`src/rtl/vga_timing_rx.sv`:
```
// vga_timing_rx
// Recovers pixel/line counters from an active-low hsync/vsync pair. The block
// measures the line length, acquires the frame height, declares lock, and
// then polices every sync edge against the recovered counters.
//
// Optional feature: define BLANK_CHECK_EN to also compare the source blank
// against the internally derived blank while locked.
//
// Ports:
//   i_vclock       pixel clock (all logic on rising edge)
//   i_rst_n        asynchronous active-low reset
//   i_hsync_in     horizontal sync, active low
//   i_vsync_in     vertical sync, active low
//   i_blank_in     source blank (only used with BLANK_CHECK_EN)
//   o_hcount       recovered pixel number
//   o_vcount       recovered line number
//   o_h_total      measured pixels per line
//   o_v_total      measured lines per frame
//   o_locked       recovered counters valid
//   o_active       locked and inside the active area
//   o_frame_start  one-cycle pulse when counters wrap to (0,0) while locked
//   o_err          one-cycle pulse on any timing violation
//   o_err_cnt      saturating violation count
module vga_timing_rx #(
    parameter int unsigned H_SYNC_POS = 1048,
    parameter int unsigned V_SYNC_POS = 777,
    parameter int unsigned H_ACTIVE   = 1024,
    parameter int unsigned V_ACTIVE   = 768,
    parameter int unsigned LOCK_LINES = 4
) (
    input  logic        i_vclock,
    input  logic        i_rst_n,
    input  logic        i_hsync_in,
    input  logic        i_vsync_in,
    input  logic        i_blank_in,
    output logic [10:0] o_hcount,
    output logic [9:0]  o_vcount,
    output logic [10:0] o_h_total,
    output logic [9:0]  o_v_total,
    output logic        o_locked,
    output logic        o_active,
    output logic        o_frame_start,
    output logic        o_err,
    output logic [7:0]  o_err_cnt
);

    typedef enum logic [1:0] {StSearch, StHAcq, StVAcq, StLocked} state_e;

    localparam logic [10:0] PcntMax   = 11'h7ff;
    localparam logic [10:0] HSyncPos  = 11'(H_SYNC_POS);
    localparam logic [9:0]  VSyncPos  = 10'(V_SYNC_POS);
    localparam logic [10:0] HActive   = 11'(H_ACTIVE);
    localparam logic [9:0]  VActive   = 10'(V_ACTIVE);
    localparam logic [7:0]  MatchLock = 8'(LOCK_LINES - 1);

    state_e      r_state;
    logic        r_hs_q;
    logic        r_vs_q;
    logic [10:0] r_pcnt;
    logic [10:0] r_period;
    logic [7:0]  r_match;
    logic [10:0] r_lcnt;
    logic        r_vseen;
    logic [10:0] r_hcount;
    logic [9:0]  r_vcount;
    logic [10:0] r_h_total;
    logic [9:0]  r_v_total;
    logic        r_locked;
    logic        r_active;
    logic        r_frame_start;
    logic        r_err;
    logic [7:0]  r_err_cnt;

    logic        w_hfall;
    logic        w_vfall;
    logic        w_timeout;
    logic        w_hwrap;
    logic        w_vwrap;
    logic [10:0] w_hcount_run;
    logic [10:0] w_hcount_acq;
    logic [9:0]  w_vcount_run;
    logic [10:0] w_lcnt_next;
    logic [7:0]  w_match_inc;
    logic        w_lcnt_ok;
    logic        w_blank_viol;
    logic        w_lock_viol;
    logic        w_viol;
    logic        w_active_run;

    assign w_hfall = r_hs_q & ~i_hsync_in;
    assign w_vfall = r_vs_q & ~i_vsync_in;

    // A stuck hsync saturates the period counter; treat that as lost timing.
    assign w_timeout = (r_pcnt == PcntMax) && (r_state != StSearch);

    // Free-running counter advance, used in V_ACQ and LOCKED.
    assign w_hwrap      = (r_hcount == r_h_total - 11'd1);
    assign w_vwrap      = (r_vcount == r_v_total - 10'd1);
    assign w_hcount_run = w_hwrap ? 11'd0 : r_hcount + 11'd1;
    assign w_hcount_acq = w_hfall ? HSyncPos : w_hcount_run;
    assign w_vcount_run = !w_hwrap ? r_vcount : (w_vwrap ? 10'd0 : r_vcount + 10'd1);

    // Line count including a wrap on this same edge, so a vfall aligned with
    // the line start and one placed mid-line both measure the true height.
    assign w_lcnt_next = (w_hwrap && (r_lcnt != PcntMax)) ? r_lcnt + 11'd1 : r_lcnt;
    assign w_lcnt_ok   = (w_lcnt_next >= 11'd2) && (w_lcnt_next <= 11'd1023);
    assign w_match_inc = r_match + 8'd1;

`ifdef BLANK_CHECK_EN
    logic r_blank_q;

    // Registered blank describes the same source pixel as r_hcount/r_vcount.
    always_ff @(posedge i_vclock or negedge i_rst_n) begin
        if (!i_rst_n) begin
            r_blank_q <= 1'b1;
        end else begin
            r_blank_q <= i_blank_in;
        end
    end

    assign w_blank_viol = r_blank_q != !((r_hcount < HActive) && (r_vcount < VActive));
`else
    logic w_unused_blank;

    assign w_unused_blank = i_blank_in;
    assign w_blank_viol   = 1'b0;
`endif

    assign w_lock_viol = (w_hfall && ((w_hcount_run != HSyncPos) || (r_pcnt != r_h_total)))
                      || (w_vfall && ((w_vcount_run != VSyncPos) || (w_hcount_run != 11'd0)))
                      || w_blank_viol;

    assign w_viol = w_timeout
                 || ((r_state == StLocked) && w_lock_viol)
                 || ((r_state == StVAcq) && w_vfall && r_vseen && !w_lcnt_ok);

    assign w_active_run = (w_hcount_run < HActive) && (w_vcount_run < VActive);

    always_ff @(posedge i_vclock or negedge i_rst_n) begin
        if (!i_rst_n) begin
            r_state       <= StSearch;
            r_hs_q        <= 1'b1;
            r_vs_q        <= 1'b1;
            r_pcnt        <= 11'd0;
            r_period      <= 11'd0;
            r_match       <= 8'd0;
            r_lcnt        <= 11'd0;
            r_vseen       <= 1'b0;
            r_hcount      <= 11'd0;
            r_vcount      <= 10'd0;
            r_h_total     <= 11'd0;
            r_v_total     <= 10'd0;
            r_locked      <= 1'b0;
            r_active      <= 1'b0;
            r_frame_start <= 1'b0;
            r_err         <= 1'b0;
            r_err_cnt     <= 8'd0;
        end else begin
            r_hs_q <= i_hsync_in;
            r_vs_q <= i_vsync_in;

            if (w_hfall) begin
                r_pcnt <= 11'd1;
            end else if (r_pcnt != PcntMax) begin
                r_pcnt <= r_pcnt + 11'd1;
            end

            r_err         <= 1'b0;
            r_frame_start <= 1'b0;
            r_active      <= 1'b0;

            if (w_viol) begin
                r_err    <= 1'b1;
                r_locked <= 1'b0;
                r_state  <= StSearch;
                if (r_err_cnt != 8'hff) begin
                    r_err_cnt <= r_err_cnt + 8'd1;
                end
            end else begin
                case (r_state)
                    StSearch: begin
                        // Period 0 never matches, so the partial line after
                        // reset or a violation is never counted.
                        if (w_hfall) begin
                            r_state  <= StHAcq;
                            r_match  <= 8'd0;
                            r_period <= 11'd0;
                        end
                    end
                    StHAcq: begin
                        if (w_hfall) begin
                            if (r_pcnt == r_period) begin
                                if (w_match_inc == MatchLock) begin
                                    r_h_total <= r_period;
                                    r_hcount  <= HSyncPos;
                                    r_vseen   <= 1'b0;
                                    r_lcnt    <= 11'd0;
                                    r_state   <= StVAcq;
                                end else begin
                                    r_match <= w_match_inc;
                                end
                            end else begin
                                r_period <= r_pcnt;
                                r_match  <= 8'd0;
                            end
                        end
                    end
                    StVAcq: begin
                        r_hcount <= w_hcount_acq;
                        r_vcount <= w_vcount_run;
                        r_lcnt   <= w_lcnt_next;
                        if (w_vfall) begin
                            r_vcount <= VSyncPos;
                            if (!r_vseen) begin
                                r_vseen <= 1'b1;
                                r_lcnt  <= 11'd0;
                            end else begin
                                r_v_total <= w_lcnt_next[9:0];
                                r_locked  <= 1'b1;
                                r_active  <= (w_hcount_acq < HActive) && (VSyncPos < VActive);
                                r_state   <= StLocked;
                            end
                        end
                    end
                    StLocked: begin
                        r_hcount      <= w_hcount_run;
                        r_vcount      <= w_vcount_run;
                        r_active      <= w_active_run;
                        r_frame_start <= (w_hcount_run == 11'd0) && (w_vcount_run == 10'd0);
                    end
                    default: r_state <= StSearch;
                endcase
            end
        end
    end

    assign o_hcount      = r_hcount;
    assign o_vcount      = r_vcount;
    assign o_h_total     = r_h_total;
    assign o_v_total     = r_v_total;
    assign o_locked      = r_locked;
    assign o_active      = r_active;
    assign o_frame_start = r_frame_start;
    assign o_err         = r_err;
    assign o_err_cnt     = r_err_cnt;

endmodule

```
`config.mk`:
```
export PLATFORM = sky130hd
export DESIGN_NAME = vga_timing_rx
export DESIGN_NICKNAME = d
export VERILOG_FILES = /design/src/rtl/vga_timing_rx.sv
export SDC_FILE = /design/constraint.sdc
export NUM_CORES = 1
export LEC_CHECK = 0
export ABC_AREA = 1
export CORE_UTILIZATION = 50
export DETAILED_ROUTE_END_ITERATION = 10
export PLACE_DENSITY = 0.7
export SETUP_SLACK_MARGIN = 0.4
export SLEW_MARGIN = 30
export SYNTH_ARGS = -nofsm -noshare
export SYNTH_HDL_FRONTEND = slang
export SYNTH_SLANG_ARGS = --single-unit
```
`constraint.sdc`:
```
create_clock -name i_vclock -period 6.1 [get_ports i_vclock]
set_input_delay 1.22 -clock i_vclock [delete_from_list [all_inputs] [get_ports i_vclock]]
set_output_delay 1.22 -clock i_vclock [all_outputs]
set_load 0.03 [all_outputs]
```
# Yosys cells after proc, flatten, opt, wreduce, memory -nomap -nowiden
# Index checks and enable logic that the tools add are counted.
# totals
output_inout_bits	54
register_bits	100
input_bits	5
# op_classes
n_mux	50
add_sub_neg	8
n_lt_le_gt_ge	4
n_eq_ne	27
reduce_logical	42
bitwise	5
# ops
op	count
$mux 11	16
$pmux 11 s2	2
$add 11x1->11 const B	3
$ne 11x11->1 const B	3
$pmux 11 s3	1
$mux 8	4
$mux 10	3
$reduce_and 5->1	5
$eq 11x11->1	2
$ne 3x3->1 const B	7
$pmux 10 s2	1
$add 8x1->8 const B	2
$pmux 8 s2	1
$reduce_bool 2->1	8
$mux 2	7
$mux 1	13
$ne 2x2->1 const B	6
$eq 11x11->1 const B	1
$ge 11x2->1 const B	1
$le 11x10->1 const B	1
$logic_and 1x1->1	11
$logic_not 11->1	1
$lt 11x11->1 const B	1
$ne 11x11->1	1
26 further kinds	35

# Depth between registers and ports, before layout
# Gate-level depths: netlist of run 1.
# logic_depth
ltp_word	13
depth_mapped	27
depth_no_buf	26

# Worst setup path after synthesis of run 1
# Ideal clock, no wire load.
# synth_timing
path_type	register -> register
startpoint	register r_h_total[0], in the netlist o_h_total[0]
endpoint	register r_h_total[10], in the netlist o_h_total[10]
arrival_time_ps	2992
path_stages_with_launch	25
required_ps	5979
setup_time_ps	121
path_slack_ps	2987
cell_sequence	dfrtp_1 inv_2 ha_1 nand2_1 nand2_1 nand2_1 nand2_1 nand2_1 nand2_1 nor2_8 nand2_8 clkinv_4 nand2_4 inv_4 nand2_1 xor2_1 nand2_1 o21ai_1 nand2_2 nand3_4 buf_6 nor2_4 buf_4 nand3_1 nand2_1
# synth_between
elab_chain_cells	12
word_cells_on_any_way	25
cone_classes	add/sub: 1; order compare: 2; eq/ne: 4; mux: 3; bitwise: 1; reduce/logical: 14
# synth_lines
element	line	source
from (decl)	66	logic [10:0] r_h_total;
from (signal assigned)	194	r_h_total <= r_period;
parallel branches: the longest is 9 deep, another holds $sub 11x1->11	n/a	
$logic_or 1x1->1 (*)	135	|| ((r_state == StVAcq) && w_vfall && r_vseen && !w_lcnt_ok);
net w_viol	87	logic w_viol;
$not 1->1 (no line) (*)	n/a	
$reduce_and 5->1 (no line) (*)	n/a	
# Mark *: on every way through the listed nets, which the timed path passes.
# A chain may end at the register's enable or synchronous reset.

# Final worst setup path of run 1
# layout_timing
startpoint	register r_h_total[0], in the netlist o_h_total[0]
endpoint	register r_period[8]
# layout_between
elab_chain_cells	12
word_cells_on_any_way	25
cone_classes	add/sub: 1; order compare: 2; eq/ne: 4; mux: 3; bitwise: 1; reduce/logical: 14
# layout_lines
element	line	source
parallel branches: the longest is 9 deep, another holds $sub 11x1->11	n/a	
$logic_or 1x1->1 (*)	135	
$not 1->1 (no line) (*)	n/a	
$reduce_and 5->1 (no line) (*)	n/a	
to (signal assigned)	203	r_period <= r_pcnt;
to (decl)	60	logic [10:0] r_period;
# Mark *: on every way between the ends.

==> out/results.ini, run 1 <==
[outcome]
status = finished, final reports clean

[cells_and_area]
area_growth_pct = 13.1
fillCellCount = 1324
layout.nets = 1082
n_antenna_cell = 0
fin_cells = 1249
drive_above_1_share = 0.0636

[critical_path]
worstPathCellList = inv_2 -> ha_1 -> inv_1 -> nand2_1 -> nand3_1 -> nand2_1 -> nand2_1 -> nor2_1 -> nand2_1 -> nor2_8 -> nand2_8 -> clkinv_4 -> nand3_2 -> nand3_1 -> nand2_1 -> nor2_1 -> nand3_1 -> nand2_1 -> nand2_1 -> nand2_4 -> nand4_1 -> o21ai_0
slowest_delay_ns = 0.61
cp_top_family = simple AND/OR/NAND/NOR gates
r2r-end = r_period[8]
r2r_cells = 22
path_class = register to register
path_buf_inv = 3
cp-end-kind = register
critPathLaunchType = register
crit_fanout = 22
slowest_stage = nand4_1
required_ns = 6.35
critPathMostFrequentCell = nand2_1
r2r_slack_ns = 2.17
r2r_start = o_h_total[0]
crit_arrival_ns = 4.18

[grt]
met2_usage = 0.395
grt_max_degree = 79
grt_use_met1 = 0.360
antenna_found_initial = 0
grt.total_usage = 0.252
grt_first_pass_wirelength_mm = 29.8
grt-ovfl-total = 0
grtUsageMet3 = 0.0309
grt_pass1_vias = 6073
busiest_layer = met2

[clock_network]
clk_path_buf_depth = 2
path_clk_slew_ns = 0.07
cts_htree_levels = 3
root_buffer = clkbuf_16
ctsResizeCount = 0
cts.sinks = 100
cts_setup_buffers = 0
cts_tree = yes
insertion_delay_ns = 0.36
postCtsHoldBufs = 0
cts_buffers = 9

[drt]
drc = 0
drt-initial-drc-count = 472
dr.pass1.iters = 5
via_per_inst = 5.27
wire_per_inst_um = 13.9
route.vias.total = 6587
antenna_left = 0
wirelength_mm = 17.4

[die]
ios = 59
num_rows = 43
coreArea_mm2 = 0.0139
die_area_mm2 = 0.0148
initial_utilization = 0.514
die_w_um = 122
die_h_um = 122

[yosys]
yosys_warnings = 0
synth_area_leaders = dfrtp_1 34%, nand2_1 16%, nand3_1 6.4%
synth-async-reset-ratio = 1.00
synth_ff_type = dfrtp_1
yosys.area.top_type = dfrtp_1
yosys.cell_types.count = 46
netlist_instances = 1030
synthesis.area_mm2 = 0.00717
synth.most_common_cell = nand2_1
netlist.area_leader.share = 0.342
avgSynthCellArea_um2 = 6.96
synthesis.nets = 1048
synth_edf_count = 0
netlist_top_cells_count = 306 x nand2_1, 113 x inv_1, 98 x dfrtp_1
ys_ff_latch = 100
ys_seq_area_frac = 0.349

[power]
cellLeakagePower_nw = 3.88
ir_drop_uv = 167
power.density_mw_per_mm2 = 386
finalPower_mw = 3.13

[placed_design]
place_hpwl_mm = 12.7
port_buffers = 57
dp_cells = 1233
gp_congestion = 0.899
place_ws_ns = 2.21

[sta]
setup_viol = 0
slew_violations = 0
hold_violations = 0
clock_skew_ns = 0.00756
rsz0062_at_grt = false
worst_pin_slew_ns = 0.901
post-route-min-period_ns = 3.93
relSlewSlack = 0.397
fmax_mhz = 254
finalWorstSetupSlack_ns = 2.17
finalCritPeriodShare = 0.645
finalSetupTns_ns = 0

[worst_hold_path]
min_path_cells = 2
min_from = r_match[7]
whs_endpoint = r_match[7]
min_path_type = register to register

[job]
maxCapViolations = 0

## worst min-delay path: stages, from the launching register on
cell	delay, ns
dfrtp_1	0.36
nand2_1	0.05
o21ai_1	0.07
## where the power goes
| part | internal, mW | switching, mW |
|---|---|---|
| combinational | 0.534 | 1.02 |
| clock | 0.342 | 0.255 |
| sequential | 0.784 | 0.199 |
| total | 1.66 | 1.47 |
## registers in the layout, summed over array words and instances (netlist names)
| signal | count |
|---|---|
| r_vseen | 1 |
| r_lcnt | 11 |
| o_active | 1 |
| o_h_total | 11 |
| r_pcnt | 11 |
| r_vs_q | 1 |
| o_frame_start | 1 |
| o_v_total | 10 |
| r_hs_q | 1 |
| r_match | 8 |
| r_state | 2 |
| o_locked | 1 |
| o_err | 1 |
| o_vcount | 10 |
| o_hcount | 11 |
| o_err_cnt | 8 |
| r_period | 11 |
## kinds of logic after synthesis
kind of cell,synth area share
xor gates and xnor gates,0.0696
AOI/OAI and AO/OA,0.103
buffers and inverters,0.0946
and+or+nand+nor,0.360
DFF,0.349
adders and majority gates,0.0227
## stage by stage
step	instance area (um^2)	utilization	hold slack, ns
floorplan	7170	-	0.478
global placement	7800	0.560	0.498
detailed placement	7800	0.560	0.508
CTS	8110	0.582	0.525
global route	8110	0.582	0.540
finish	8110	0.582	0.521
## per-layer routing
| metal | wire [um] | up-vias |
|---|---|---|
| met4 | 272 | 0 |
| met5 | 0 | - |
| met1 | 8440 | 3050 |
| met2 | 7930 | 155 |
| met3 | 772 | 19 |
| li1 | - | 3363 |
## final cells by class
cell class | count | area, um^2 | share of cell area
tap | 180 | 225 | 0.0278
multi-input combinational | 766 | 3990 | 0.492
clock inverter | 3 | 46.3 | 0.00571
timing repair buffer | 62 | 609 | 0.0752
inverter | 125 | 477 | 0.0588
sequential | 100 | 2500 | 0.309
clock buffer | 13 | 260 | 0.0321
## worst max path at each step
| stage | from | to | cells past startpoint |
|---|---|---|---|
| 4_1_cts | o_h_total[0] | r_period[8] | 22 |
| 3_3_place_gp | o_h_total[0] | o_hcount[10] | 23 |
| 2_1_floorplan | o_h_total[0] | o_h_total[10] | 24 |
| 5_1_grt | o_h_total[0] | r_period[7] | 22 |
| 6_report | o_h_total[0] | r_period[8] | 22 |
| 3_5_place_dp | o_h_total[0] | r_period[8] | 22 |
## cell usage in the layout, fill, tap and decap left out, types with 4 or more instances in the layout
cell and n:
a21oi_1 16, buf_4 5, clkbuf_16 9, clkdlybuf4s50_1 56, dfrtp_1 98, ha_1 13
inv_1 113, inv_2 10, nand2_1 306, nand2_2 4, nand3_1 92, nand3b_1 7
nand4_1 23, nor2_1 89, nor3_1 17, nor4_1 6, o21ai_0 49, o21ai_1 12
o21bai_1 34, or2_2 11, xnor2_1 13, xor2_1 44
(Power assumes the default switching activity.)
==> inputs of run 2 (changes only) <==
Settings changed: PLACE_DENSITY 0.7 to 0.73.
Clock period 6.1 ns to 3.32 ns, I/O delays scaled along.
==> out/results.ini, run 2 (synthesis results as in run 1) <==
[clock_network]
cts.sinks = 100
clk_path_buf_depth = 2
root_buffer = clkbuf_16
insertion_delay_ns = 0.35
cts_buffers = 9
cts_tree = yes
cts_htree_levels = 3
path_clk_slew_ns = 0.07

[die]
die_area_mm2 = 0.0148
num_rows = 43
die_w_um = 122
coreArea_mm2 = 0.0139
ios = 59
die_h_um = 122
initial_utilization = 0.514

[job]
maxCapViolations = 0

[sta]
slew_violations = 0
fmax_mhz = 298
worst_pin_slew_ns = 0.769
setup_viol = 7
finalSetupTns_ns = -0.0861
relSlewSlack = 0.483
post-route-min-period_ns = 3.35
clock_skew_ns = 0.00940
finalCritPeriodShare = 1.01
hold_slack_ns = 0.295
hold_violations = 0
finalWorstSetupSlack_ns = -0.0325
rsz0062_at_grt = true

[critical_path]
critPathLaunchType = register
r2r_cells = 19
r2r_start = o_vcount[0]
r2r_slack_ns = -0.03
r2r-end = o_vcount[8]
path_class = register to register
cp-end-kind = register
crit_fanout = 10
crit_arrival_ns = 3.62
required_ns = 3.59

[cells_and_area]
most-common-layout-cells = 272 x nand2_1, 109 x inv_1, 91 x dfrtp_1, 76 x nor2_1, 68 x buf_4
drive_above_1_share = 0.226
layout.nets = 1174
final_util = 0.685
area_growth_pct = 33.2
fin_cells = 1341
mostFrequentLayoutCell = nand2_1
n_antenna_cell = 0

[grt]
grt.total_usage = 0.286
grt_max_degree = 62
grt_pass1_vias = 6922
grt_first_pass_wirelength_mm = 33.3
grt-ovfl-total = 0
antenna_found_initial = 0

[power]
finalPower_mw = 6.62
power.density_mw_per_mm2 = 693
cellLeakagePower_nw = 4.46
ir_drop_uv = 361

[drt]
antenna_left = 0
route.vias.total = 7428
dr.pass1.iters = 7
wire_per_inst_um = 15.7
via_per_inst = 5.54
wirelength_mm = 21.1
drc = 0
drt-initial-drc-count = 710

[outcome]
status = finished with violations
violations = negative setup slack

[placed_design]
dp_cells = 1270
place_hpwl_mm = 13.3
gp_congestion = 0.901
port_buffers = 57

[worst_hold_path]
min_path_type = primary input to asynchronous set/reset pin

[run 2: changes by cell type in the layout (fill, tap and decap cells not counted), sizes merged]
| cell | change |
|---|---|
| buf | +84 |
| clkbuf | +3 |
| clkinv | +3 |
| clkinvlp | -1 |
| nand2 | +2 |
| nor2 | +1 |
[run 2: final cells by class]
class	instances	area, um^2
clock buffers	13	240
clock inverters	3	40.0
fillers	1111	4380
inverters	125	497
multi-input cells	769	4500
flip-flops and latches	100	2510
well taps	180	225
repair buffers	149	1510
repair inverters	2	17.5
[run 2: what timing repair did]
item	in CTS	in global routing
cloned	7	5
hold buffers	0	0
resized for setup	71	79
pin swaps	48	37
setup buffers	35	8
setup endpoints to repair	86	87
[run 2: worst max path at each step]
| stage | slack [ns] | endpoint | from |
|---|---|---|---|
| 6_report | -0.03 | o_vcount[8] | o_vcount[0] |
| 5_1_grt | -0.25 | o_vcount[8] | o_vcount[0] |
| 4_1_cts | 0.30 | o_hcount[6] | o_h_total[1] |
| 3_5_place_dp | 0.03 | o_vcount[3] | o_h_total[1] |
| 3_3_place_gp | 0.07 | o_active | o_h_total[1] |
| 2_1_floorplan | 0.39 | o_hcount[3] | o_h_total[0] |
[run 2: power by group]
group          switching, mW  internal [mW]
clock network          0.456          0.584
logic                   2.29           1.48
registers              0.369           1.44
[run 2: critical path: stages, from the launching register on]
cell	delay [ns]
dfrtp_1	0.55
ha_1	0.28
inv_1	0.08
nor3_1	0.38
nand4_1	0.24
xor2_1	0.20
nand3b_1	0.17
nand2_1	0.10
nand2_1	0.07
inv_1	0.12
nand3_1	0.09
nand2_1	0.07
nand2_2	0.06
nand2_4	0.09
nand3_4	0.08
buf_4	0.15
nor2_4	0.19
buf_12	0.17
nand2_1	0.07
o21ai_1	0.11
[run 2: metrics by stage]
step	instance area (um^2)	setup slack, ns
floorplan	7230	0.386
global placement	8200	0.0699
detailed placement	8200	0.0268
CTS	9200	0.304
global route	9550	-0.250
finish	9550	-0.0325
[run 2: metal layers]
layer	vias to the layer above	wire, um	global-route usage
li1	3557	-	-
met1	3492	9020	0.380
met2	297	10100	0.469
met3	82	1260	0.0375
met4	0	733	0.120
met5	-	0	0
